File: src/rtl/bennett_operand_sequencer_pkg.sv
// bennett_seq_pkg: shared types and defaults for the Bennett operand sequencer.
package bennett_seq_pkg;

  localparam int WIDTH_DEF   = 16;
  localparam int TIMEOUT_DEF = 1024;

  // state | meaning
  // IDLE  | ready for a request, operands from the last transaction still driven
  // WAIT  | operands held, counting instFlag edges and timeout cycles
  // RESP  | result presented on out_*, waiting for the consumer handshake
  typedef enum logic [1:0] {
    IDLE = 2'd0,
    WAIT = 2'd1,
    RESP = 2'd2
  } seq_state_t;

  // Result record at the default width; the top builds a WIDTH-sized twin.
  typedef struct packed {
    logic [WIDTH_DEF-1:0] sum;
    logic                 cout;
    logic                 timeout;
    logic                 mismatch;
  } seq_result_t;

endpackage

File: src/rtl/bennett_operand_sequencer_inst_flag_edge.sv
// inst_flag_edge: rising-edge detector for the Bennett instFlag.
// The history register resets to 1 so a flag already high when reset is
// released does not look like a fresh completion.
module inst_flag_edge (
  input  logic clk,
  input  logic reset,
  input  logic inst_flag,
  output logic rise
);

  logic flag_q;

  // track the previous flag level
  always_ff @(posedge clk) begin
    if (reset) flag_q <= 1'b1;
    else       flag_q <= inst_flag;
  end

  assign rise = inst_flag & ~flag_q;

endmodule

File: src/rtl/bennett_operand_sequencer.sv
// bennett_operand_sequencer: holds adder operands across a Bennett evaluation,
// captures the datapath result on an instFlag rising edge and returns it over
// a valid/ready interface, or reports a timeout.
// Optional build macro BENNETT_SEQ_GOLDEN_CHECK_EN adds a golden a+b+cin
// compare that drives out_mismatch; without it out_mismatch is tied low.
module bennett_operand_sequencer
  import bennett_seq_pkg::*;
#(
  parameter int WIDTH          = WIDTH_DEF,
  parameter int SETTLE_EDGES   = 0,
  parameter int TIMEOUT_CYCLES = TIMEOUT_DEF
) (
  input  logic             clk,
  input  logic             reset,
  input  logic             in_valid,
  output logic             in_ready,
  input  logic [WIDTH-1:0] in_a,
  input  logic [WIDTH-1:0] in_b,
  input  logic             in_cin,
  input  logic             inst_flag,
  output logic [WIDTH-1:0] dut_a,
  output logic [WIDTH-1:0] dut_b,
  output logic             dut_cin,
  input  logic [WIDTH-1:0] dut_sum,
  input  logic             dut_cout,
  output logic             out_valid,
  input  logic             out_ready,
  output logic [WIDTH-1:0] out_sum,
  output logic             out_cout,
  output logic             out_timeout,
  output logic             out_mismatch,
  output logic             busy
);

  localparam int EW = (SETTLE_EDGES < 1) ? 1 : $clog2(SETTLE_EDGES + 1);
  localparam int TW = (TIMEOUT_CYCLES < 2) ? 1 : $clog2(TIMEOUT_CYCLES);

  typedef struct packed {
    logic [WIDTH-1:0] sum;
    logic             cout;
    logic             timeout;
    logic             mismatch;
  } result_t;

  seq_state_t       state, state_nxt;
  logic             flag_rise;
  logic             launch, capture, count_edge, time_out;
  logic             mismatch_w;
  logic [WIDTH-1:0] a_q, b_q;
  logic             cin_q;
  logic [EW-1:0]    edge_cnt;
  logic [TW-1:0]    to_cnt;
  result_t          result_q;

  inst_flag_edge u_edge (
    .clk       (clk),
    .reset     (reset),
    .inst_flag (inst_flag),
    .rise      (flag_rise)
  );

  // state register
  always_ff @(posedge clk) begin
    if (reset) state <= IDLE;
    else       state <= state_nxt;
  end

  // next-state and per-cycle control strobes
  always_comb begin
    state_nxt  = state;
    launch     = 1'b0;
    capture    = 1'b0;
    count_edge = 1'b0;
    time_out   = 1'b0;
    case (state)
      IDLE: begin
        if (in_valid) begin
          launch    = 1'b1;
          state_nxt = WAIT;
        end
      end
      WAIT: begin
        // a capture edge takes priority over a timeout in the same cycle
        if (flag_rise && (int'(edge_cnt) >= SETTLE_EDGES)) begin
          capture   = 1'b1;
          state_nxt = RESP;
        end else begin
          count_edge = flag_rise;
          if (int'(to_cnt) == TIMEOUT_CYCLES - 1) begin
            time_out  = 1'b1;
            state_nxt = RESP;
          end
        end
      end
      RESP: begin
        if (out_ready) state_nxt = IDLE;
      end
      default: state_nxt = IDLE;
    endcase
  end

`ifdef BENNETT_SEQ_GOLDEN_CHECK_EN
  logic [WIDTH:0] golden_q;

  // golden sum taken from the request at launch
  always_ff @(posedge clk) begin
    if (reset)       golden_q <= '0;
    else if (launch) golden_q <= {1'b0, in_a} + {1'b0, in_b} + {{WIDTH{1'b0}}, in_cin};
  end

  assign mismatch_w = ({dut_cout, dut_sum} != golden_q);
`else
  assign mismatch_w = 1'b0;
`endif

  // operand hold, edge/timeout counters and result capture
  always_ff @(posedge clk) begin
    if (reset) begin
      a_q      <= '0;
      b_q      <= '0;
      cin_q    <= 1'b0;
      edge_cnt <= '0;
      to_cnt   <= '0;
      result_q <= '0;
    end else begin
      if (launch) begin
        a_q      <= in_a;
        b_q      <= in_b;
        cin_q    <= in_cin;
        edge_cnt <= '0;
        to_cnt   <= '0;
      end
      if (state == WAIT) to_cnt <= to_cnt + TW'(1);
      if (count_edge)    edge_cnt <= edge_cnt + EW'(1);
      if (capture) begin
        result_q <= '{sum: dut_sum, cout: dut_cout, timeout: 1'b0, mismatch: mismatch_w};
      end else if (time_out) begin
        result_q <= '{sum: '0, cout: 1'b0, timeout: 1'b1, mismatch: 1'b0};
      end
    end
  end

  assign in_ready     = (state == IDLE);
  assign out_valid    = (state == RESP);
  assign busy         = (state != IDLE);
  assign dut_a        = a_q;
  assign dut_b        = b_q;
  assign dut_cin      = cin_q;
  assign out_sum      = result_q.sum;
  assign out_cout     = result_q.cout;
  assign out_timeout  = result_q.timeout;
  assign out_mismatch = result_q.mismatch;

endmodule

File: config.mk
export PLATFORM = sky130hd
export DESIGN_NAME = bennett_operand_sequencer
export DESIGN_NICKNAME = d
export VERILOG_FILES = /design/src/rtl/bennett_operand_sequencer_pkg.sv /design/src/rtl/bennett_operand_sequencer_inst_flag_edge.sv /design/src/rtl/bennett_operand_sequencer.sv
export SDC_FILE = /design/constraint.sdc
export NUM_CORES = 1
export LEC_CHECK = 0
export BUFFER_PORTS_ARGS = -buffer_cell sky130_fd_sc_hd__buf_2
export CORE_UTILIZATION = 30
export CTS_CLUSTER_DIAMETER = 80
export DETAILED_ROUTE_END_ITERATION = 8
export GPL_ROUTABILITY_DRIVEN = 0
export PLACE_DENSITY_LB_ADDON = 0.05
export SLEW_MARGIN = 20
export SYNTH_ARGS = -nofsm -noshare
export SYNTH_HDL_FRONTEND = slang
export SYNTH_HIERARCHICAL = 1
export SYNTH_SLANG_ARGS = --single-unit
File: constraint.sdc
create_clock -name clk -period 1.6 [get_ports clk]
set_clock_uncertainty 0.15 [all_clocks]
set_input_delay 0.24 -clock clk [delete_from_list [all_inputs] [get_ports clk]]
set_output_delay 0.24 -clock clk [all_outputs]
set_load 0.02 [all_outputs]
==> flow_metrics.env, run 1 <==
export IMPL_status="finished with violations"
export IMPL_violations="design-rule violations"
export IMPL_power_frac_seq_pct=41.1
export IMPL_layout_drive_gt1_share_pct=42.2
export IMPL_grt_max_degree=55
export IMPL_clkTransAtPathRegs_ps=70
export IMPL_rows=34
export IMPL_nFillCells=851
export IMPL_grt_ovfl_total=0
export IMPL_nNetsFinal=540
export IMPL_critPathRequiredTime_ps=1210
export IMPL_worstSetupPathType="reg2out"
export IMPL_htree_levels=3
export IMPL_ys_seq_area_share_pct=46.6
export IMPL_period_minus_slack_ps=1580
export IMPL_postSynth_asyncResetShare_pct=0
export IMPL_fin_crit_sh_pct=98.9
export IMPL_ir_drop_mv=0.477
export IMPL_cts_tree="done"
export IMPL_r2r_slack_ps=20
export IMPL_critPathMaxStageDelay_ps=330
export IMPL_remaining_drc_errors=16
export IMPL_end_kind="primary output"
export IMPL_synth_most_common_cell="nand2_1"
export IMPL_arrival_ps=1190
export IMPL_antenna_cells=0
export IMPL_max_freq_ghz=0.632
export IMPL_syn_to_final_growth_pct=62.4
export IMPL_firstDrtPassIters=8
export IMPL_critPathMaxFanout=11
export IMPL_rsz0062_at_grt="true"
export IMPL_portBuffers=108
export IMPL_dp_hpwl_mm=4.99
export IMPL_final_hold_violation_count=0
export IMPL_netSwitchingPower_mw=1.12
export IMPL_synth_top_flop_cell="dfxtp_1"
export IMPL_synth_warning_count=6
export IMPL_hp_class="in2reg"
export IMPL_via_per_inst=4.99
export IMPL_path_delay_family="flip-flops"
export IMPL_die_area_um2=9560
export IMPL_setup_viol=0
export IMPL_routed_wl_mm=8.68
export IMPL_ys_ff_latch=64
export IMPL_wl_per_cell_um=14.6
export IMPL_worst_path_buf_inv=2
export IMPL_ant_nets=0
export IMPL_cp_cell_sequence="buf_8 > or2_4 > buf_4"
export IMPL_initial_core_util_pct=31.2
export IMPL_power_density_nw_per_um2=952
export IMPL_cts_root_buf="clkbuf_8"
export IMPL_vias=2977
export IMPL_leakage_nw=2.03
export IMPL_pin_count=110
export IMPL_synth_area_leader_cell="dfxtp_1"
export IMPL_synthesis_area_um2=2750
export IMPL_start_kind="register"
export IMPL_synth_area_leaders="dfxtp_1 47%, a21oi_1 10%, nand2_1 9.5%, and4b_1 6.2%, nand3b_1 4.6%"
export IMPL_post_synth_most_frequent_cells="70 x nand2_1, 64 x dfxtp_1, 56 x a21oi_1"
export IMPL_grtUsageTotal_pct=17.0
export IMPL_grt_pass1_vias=2750
export IMPL_synth_top_cell_area_share_pct=46.6
export IMPL_fp_dieW_um=97.8
export IMPL_drt_iter0_drc=99
export IMPL_intPower_mw=3.13
export IMPL_maxSlewViolCount=0
export IMPL_swShare_pct=26.4
export IMPL_syn_inst=327
export IMPL_clock_path_buffers=2
export IMPL_slowest_stage="dfxtp_2"
export IMPL_drv_cap=0
export IMPL_p_clk_share_pct=38.9
export IMPL_synth_enable_flop_cells=0
export IMPL_antenna_found_initial=0
export IMPL_syn_area_per_cell_um2=8.41
export IMPL_cts_buffers=9
export IMPL_insertion_delay_ps=340
export IMPL_core_um2=8810
export IMPL_grt_pass1_wl_mm=13.1
export IMPL_fin_hold_ws_ps=61.6
export IMPL_syn_num_nets=383
export IMPL_cts_sinks=64
export IMPL_synth_cell_types=43
export IMPL_die_h_um=97.8
export IMPL_pwr_share_comb_pct=20.0
export IMPL_setup_tns_ps=0
-- power groups by stage --
stage	combinational, mW	sequential (mW)	clock [mW]
2_1_floorplan	0.279	1.87	0
3_3_place_gp	0.664	1.77	0
3_5_place_dp	0.667	1.77	0
4_1_cts	0.755	1.74	1.72
5_1_grt	0.922	1.76	1.76
6_report	0.851	1.75	1.66
-- area by class of cell --
cell class / count / area, um^2 / area share [%]
repair buffers: 177 / 1350 / 30.1
well taps: 108 / 135 / 3.02
multi-input cells: 229 / 1450 / 32.5
inverters: 3 / 11.3 / 0.252
clock buffers: 13 / 179 / 4.00
flip-flops and latches: 64 / 1280 / 28.8
clock inverters: 2 / 60.1 / 1.34
-- path summary, 6_finish.rpt --
kind,cells after the start,end,startpoint
worst max-delay path,3,busy,state[1]
worst min-delay path,2,u_edge/flag_q,inst_flag
worst max register to register,4,to_cnt[8],state[1]
worst min register to register,2,dut_b[10],dut_b[10]
-- layout by cell type, fill, tap and decap left out, drive strengths merged, types with 6 or more instances in the layout --
cell type    Yosys  layout
a21oi           57      57
and4b           17      17
buf             13     138
clkbuf          18      18
dfxtp           64      64
dlygate4sd3      0      33
nand2           70      70
nand3            6       6
nand3b          17      17
o22ai           17      17
-- logic make-up after synthesis --
| kind of cell | synth area share (%) |
|---|---|
| flip-flops | 46.6 |
| AO/OA/AOI/OAI | 17.5 |
| multiplexers | 1.23 |
| buffers and inverters | 5.59 |
| AND/OR/NAND/NOR | 28.6 |
| adder cells (fa/ha/maj) | 0.455 |
| other | 0.136 |
-- flip-flops by register name, indices dropped and copies added, names as in the netlist --
| register | flops |
|---|---|
| out_timeout | 1 |
| dut_cin | 1 |
| to_cnt | 10 |
| state | 2 |
| out_sum | 16 |
| out_cout | 1 |
| dut_b | 16 |
| u_edge/flag_q | 1 |
| dut_a | 16 |
-- metal layers --
layer / global-route usage [%] / vias up / share of wire [%]
met5: 0 / - / 0
met4: 7.58 / 0 / 2.0
met3: 4.37 / 15 / 4.9
met2: 28.4 / 95 / 49
met1: 20.5 / 1391 / 44
li1: - / 1476 / -
-- through the flow --
step	total power, mW	area, um^2	instances	utilization (%)	setup WS [ps]
floorplan	2.15	2750	327	-	88.5
global placement	2.43	3520	533	40.0	60.6
detailed placement	2.44	3520	533	40.0	48.6
CTS	4.21	4150	583	47.1	-14.0
global route	4.44	4470	596	50.8	-23.0
finish	4.25	4470	596	50.8	18.2
-- what timing repair did --
| action | in CTS | in global routing |
|---|---|---|
| resized for setup | 14 | 40 |
| pin swaps | 0 | 3 |
| hold buffers | 34 | 0 |
| gates cloned | 0 | 7 |
| setup buffers | 2 | 7 |
| setup endpoints to repair | 3 | 47 |
| hold endpoints to repair | 34 | 0 |
(Power assumes the default switching activity.)
==> inputs of run 2 (changes only) <==
Settings changed: SYNTH_HIERARCHICAL 1 to not set.
Clock period 1.6 ns to 1.45 ns, I/O delays scaled along.
==> run 2 against run 1 <==
  * The run ends with negative setup slack left
  * Largest power group unchanged
  * Cell area grew 5.4%
  * Synthesized cell count shrank 18%
  * Critical path depth rose by 3
  * Synthesized area shrank 12%
  * Sequential power rose by 7%
  * Via count is 8.4% lower
  * Flip-flop and latch count stayed put
  * Combinational power is 1% higher
==> flow_metrics.env, run 2 <==
export IMPL_status="finished with violations"
export IMPL_violations="negative setup slack"
export IMPL_leakage_nw=2.10
export IMPL_grtUsageTotal_pct=17.9
export IMPL_setup_viol=62
export IMPL_nNetsFinal=527
export IMPL_grt_pass1_wl_mm=11.9
export IMPL_final_cell_mix="105 x buf_2, 56 x dfxtp_1, 51 x dlygate4sd3_1"
export IMPL_die_area_um2=8410
export IMPL_initial_core_util_pct=31.1
export IMPL_syn_area_per_cell_um2=9.01
export IMPL_layout_drive_gt1_share_pct=55.3
export IMPL_rsz0062_at_grt="true"
export IMPL_antenna_found_initial=0
export IMPL_critPathMaxStageDelay_ps=480
export IMPL_htree_levels=3
export IMPL_postSynth_asyncResetShare_pct=0
export IMPL_cts_sinks=64
export IMPL_max_freq_ghz=0.605
export IMPL_arrival_ps=1710
export IMPL_rows=32
export IMPL_grt_max_degree=34
export IMPL_portBuffers=108
export IMPL_pin_count=110
export IMPL_drt_iter0_drc=87
export IMPL_synth_cell_types=45
export IMPL_insertion_delay_ps=340
export IMPL_end_kind="register"
export IMPL_firstDrtPassIters=4
export IMPL_synth_enable_flop_cells=0
export IMPL_finalNonFillerCells=578
export IMPL_critPathRequiredTime_ps=1510
export IMPL_synth_area_leader_cell="dfxtp_1"
export IMPL_synth_top_cell_area_share_pct=53.1
export IMPL_synth_warning_count=0
export IMPL_path_delay_family="simple AND/OR/NAND/NOR gates"
export IMPL_ys_seq_area_share_pct=53.1
export IMPL_synth_top_flop_cell="dfxtp_1"
export IMPL_antenna_cells=0
export IMPL_slowest_stage="or3b_4"
export IMPL_routed_wl_mm=7.98
export IMPL_cp_cell_sequence="buf_6 > buf_6 > or3b_4 > clkbuf_16 > nand2_2 > a21oi_1"
export IMPL_cp_common_cell="buf_6"
export IMPL_use_met3_pct=6.72
export IMPL_vias=2728
export IMPL_ir_drop_mv=0.591
export IMPL_synth_area_leaders="dfxtp_1 53%, nand2_1 11%, a21oi_1 8.5%, a32o_1 7.1%, clkbuf_1 1.4%"
export IMPL_via_per_inst=4.72
export IMPL_layout_setup_ws_ps=-203
export IMPL_die_h_um=91.7
export IMPL_cts_root_buf="clkbuf_8"
export IMPL_hp_class="in2reg"
export IMPL_critPathMaxFanout=5
export IMPL_syn_to_final_growth_pct=95.1
export IMPL_fp_dieW_um=91.7
export IMPL_final_common_cell="buf_2"
export IMPL_use_met2_pct=31.1
export IMPL_ant_nets=0
export IMPL_worstSetupPathType="reg2reg"
export IMPL_grtUsageMet1_pct=20.4
export IMPL_clock_path_buffers=2
export IMPL_worst_path_buf_inv=3
export IMPL_ys_ff_latch=64
export IMPL_syn_num_nets=324
export IMPL_dp_cells=489
export IMPL_dp_slack_ps=-293
export IMPL_cts_buffers=9
export IMPL_period_minus_slack_ps=1650
export IMPL_dp_hpwl_mm=4.20
export IMPL_maxSlewViolCount=0
export IMPL_grt_ovfl_total=0
export IMPL_drv_cap=0
export IMPL_wl_per_cell_um=13.8
export IMPL_total_power_mw=4.32
export IMPL_synthesis_area_um2=2410
export IMPL_synth_most_common_cell="nand2_1"
export IMPL_grt_pass1_vias=2662
export IMPL_cts_tree="done"
export IMPL_core_um2=7770
export IMPL_power_density_nw_per_um2=917
export IMPL_post_synth_most_frequent_cells="72 x nand2_1, 64 x dfxtp_1, 41 x a21oi_1"
export IMPL_start_kind="register"
export IMPL_syn_inst=268
export IMPL_fin_hold_ws_ps=74.8
export IMPL_final_hold_violation_count=0
export IMPL_grt_busiest_layer="met2"
export IMPL_fin_crit_sh_pct=114
export IMPL_remaining_drc_errors=0
export IMPL_clkTransAtPathRegs_ps=70
==> run 2: cell types whose count changed after synthesis, sizes merged, moves of 5 or more <==
cell and change:
and4b -17, o22ai -17, clkbuf -9, a32o +17
nand3b -15, and3 -5, a21oi -16
==> run 2: cells by family after synthesis <==
kind of cell    after synthesis  synth area share, %
compound gates               72                 20.1
other cells                   1                0.155
fa+ha+maj                     1                0.518
flops                        64                 53.1
buf+inv                      24                 4.98
mux                           2                0.881
simple gates                104                 20.3
==> run 2: power by group <==
part	internal (mW)	leakage [nW]	total (mW)	switching [mW]
Clock	0.881	0.101	1.57	0.694
Sequential	1.83	0.526	1.88	0.0550
Combinational	0.450	1.47	0.860	0.410
Total	3.16	2.10	4.32	1.16
==> run 2: repair_timing <==
item	in CTS	in global routing
setup buffers	9	6
pin swaps	24	23
hold endpoints to repair	51	0
gates cloned	1	7
setup endpoints to repair	60	64
hold buffers	51	0
gates resized for setup	67	53
==> run 2: path summary, 6_finish.rpt <==
check,end,start,cells after the start,slack [ps]
max reg2reg,dut_b[9],state[1],6,-200
min,state[1],out_ready,4,70
min reg2reg,out_timeout,out_timeout,2,300
max,dut_b[9],state[1],6,-200
==> run 2: tightest hold or removal path: cells and delay by family <==
family	cells	cell delay, ps
buffers and inverters	1	80
AND/OR/NAND/NOR	1	30
AO/OA/AOI/OAI	2	200
==> run 2: final cells by class <==
class                   count  area, um^2
multi-input cells         181        1380
well taps                 102         128
fillers                   670        3060
repair buffers            211        1680
flip-flops and latches     64        1290
clock buffers              11         151
clock inverters             5        55.1
inverters                   4        15.0
==> run 2: routing by layer <==
layer / vias up / routed length (um)
li1: 1355 / -
met5: - / 0
met1: 1272 / 3480
met3: 6 / 541
met2: 95 / 3880
met4: 0 / 74
==> run 2: through the flow <==
stage	setup TNS, ps	instance area, um^2	utilization [%]
final	-9300	4710	60.6
after detailed placement	-7950	3280	42.2
after CTS	-9280	4310	55.5
after global routing	-12040	4710	60.6
after global placement	-7530	3280	42.2
after floorplan	-4630	2500	-
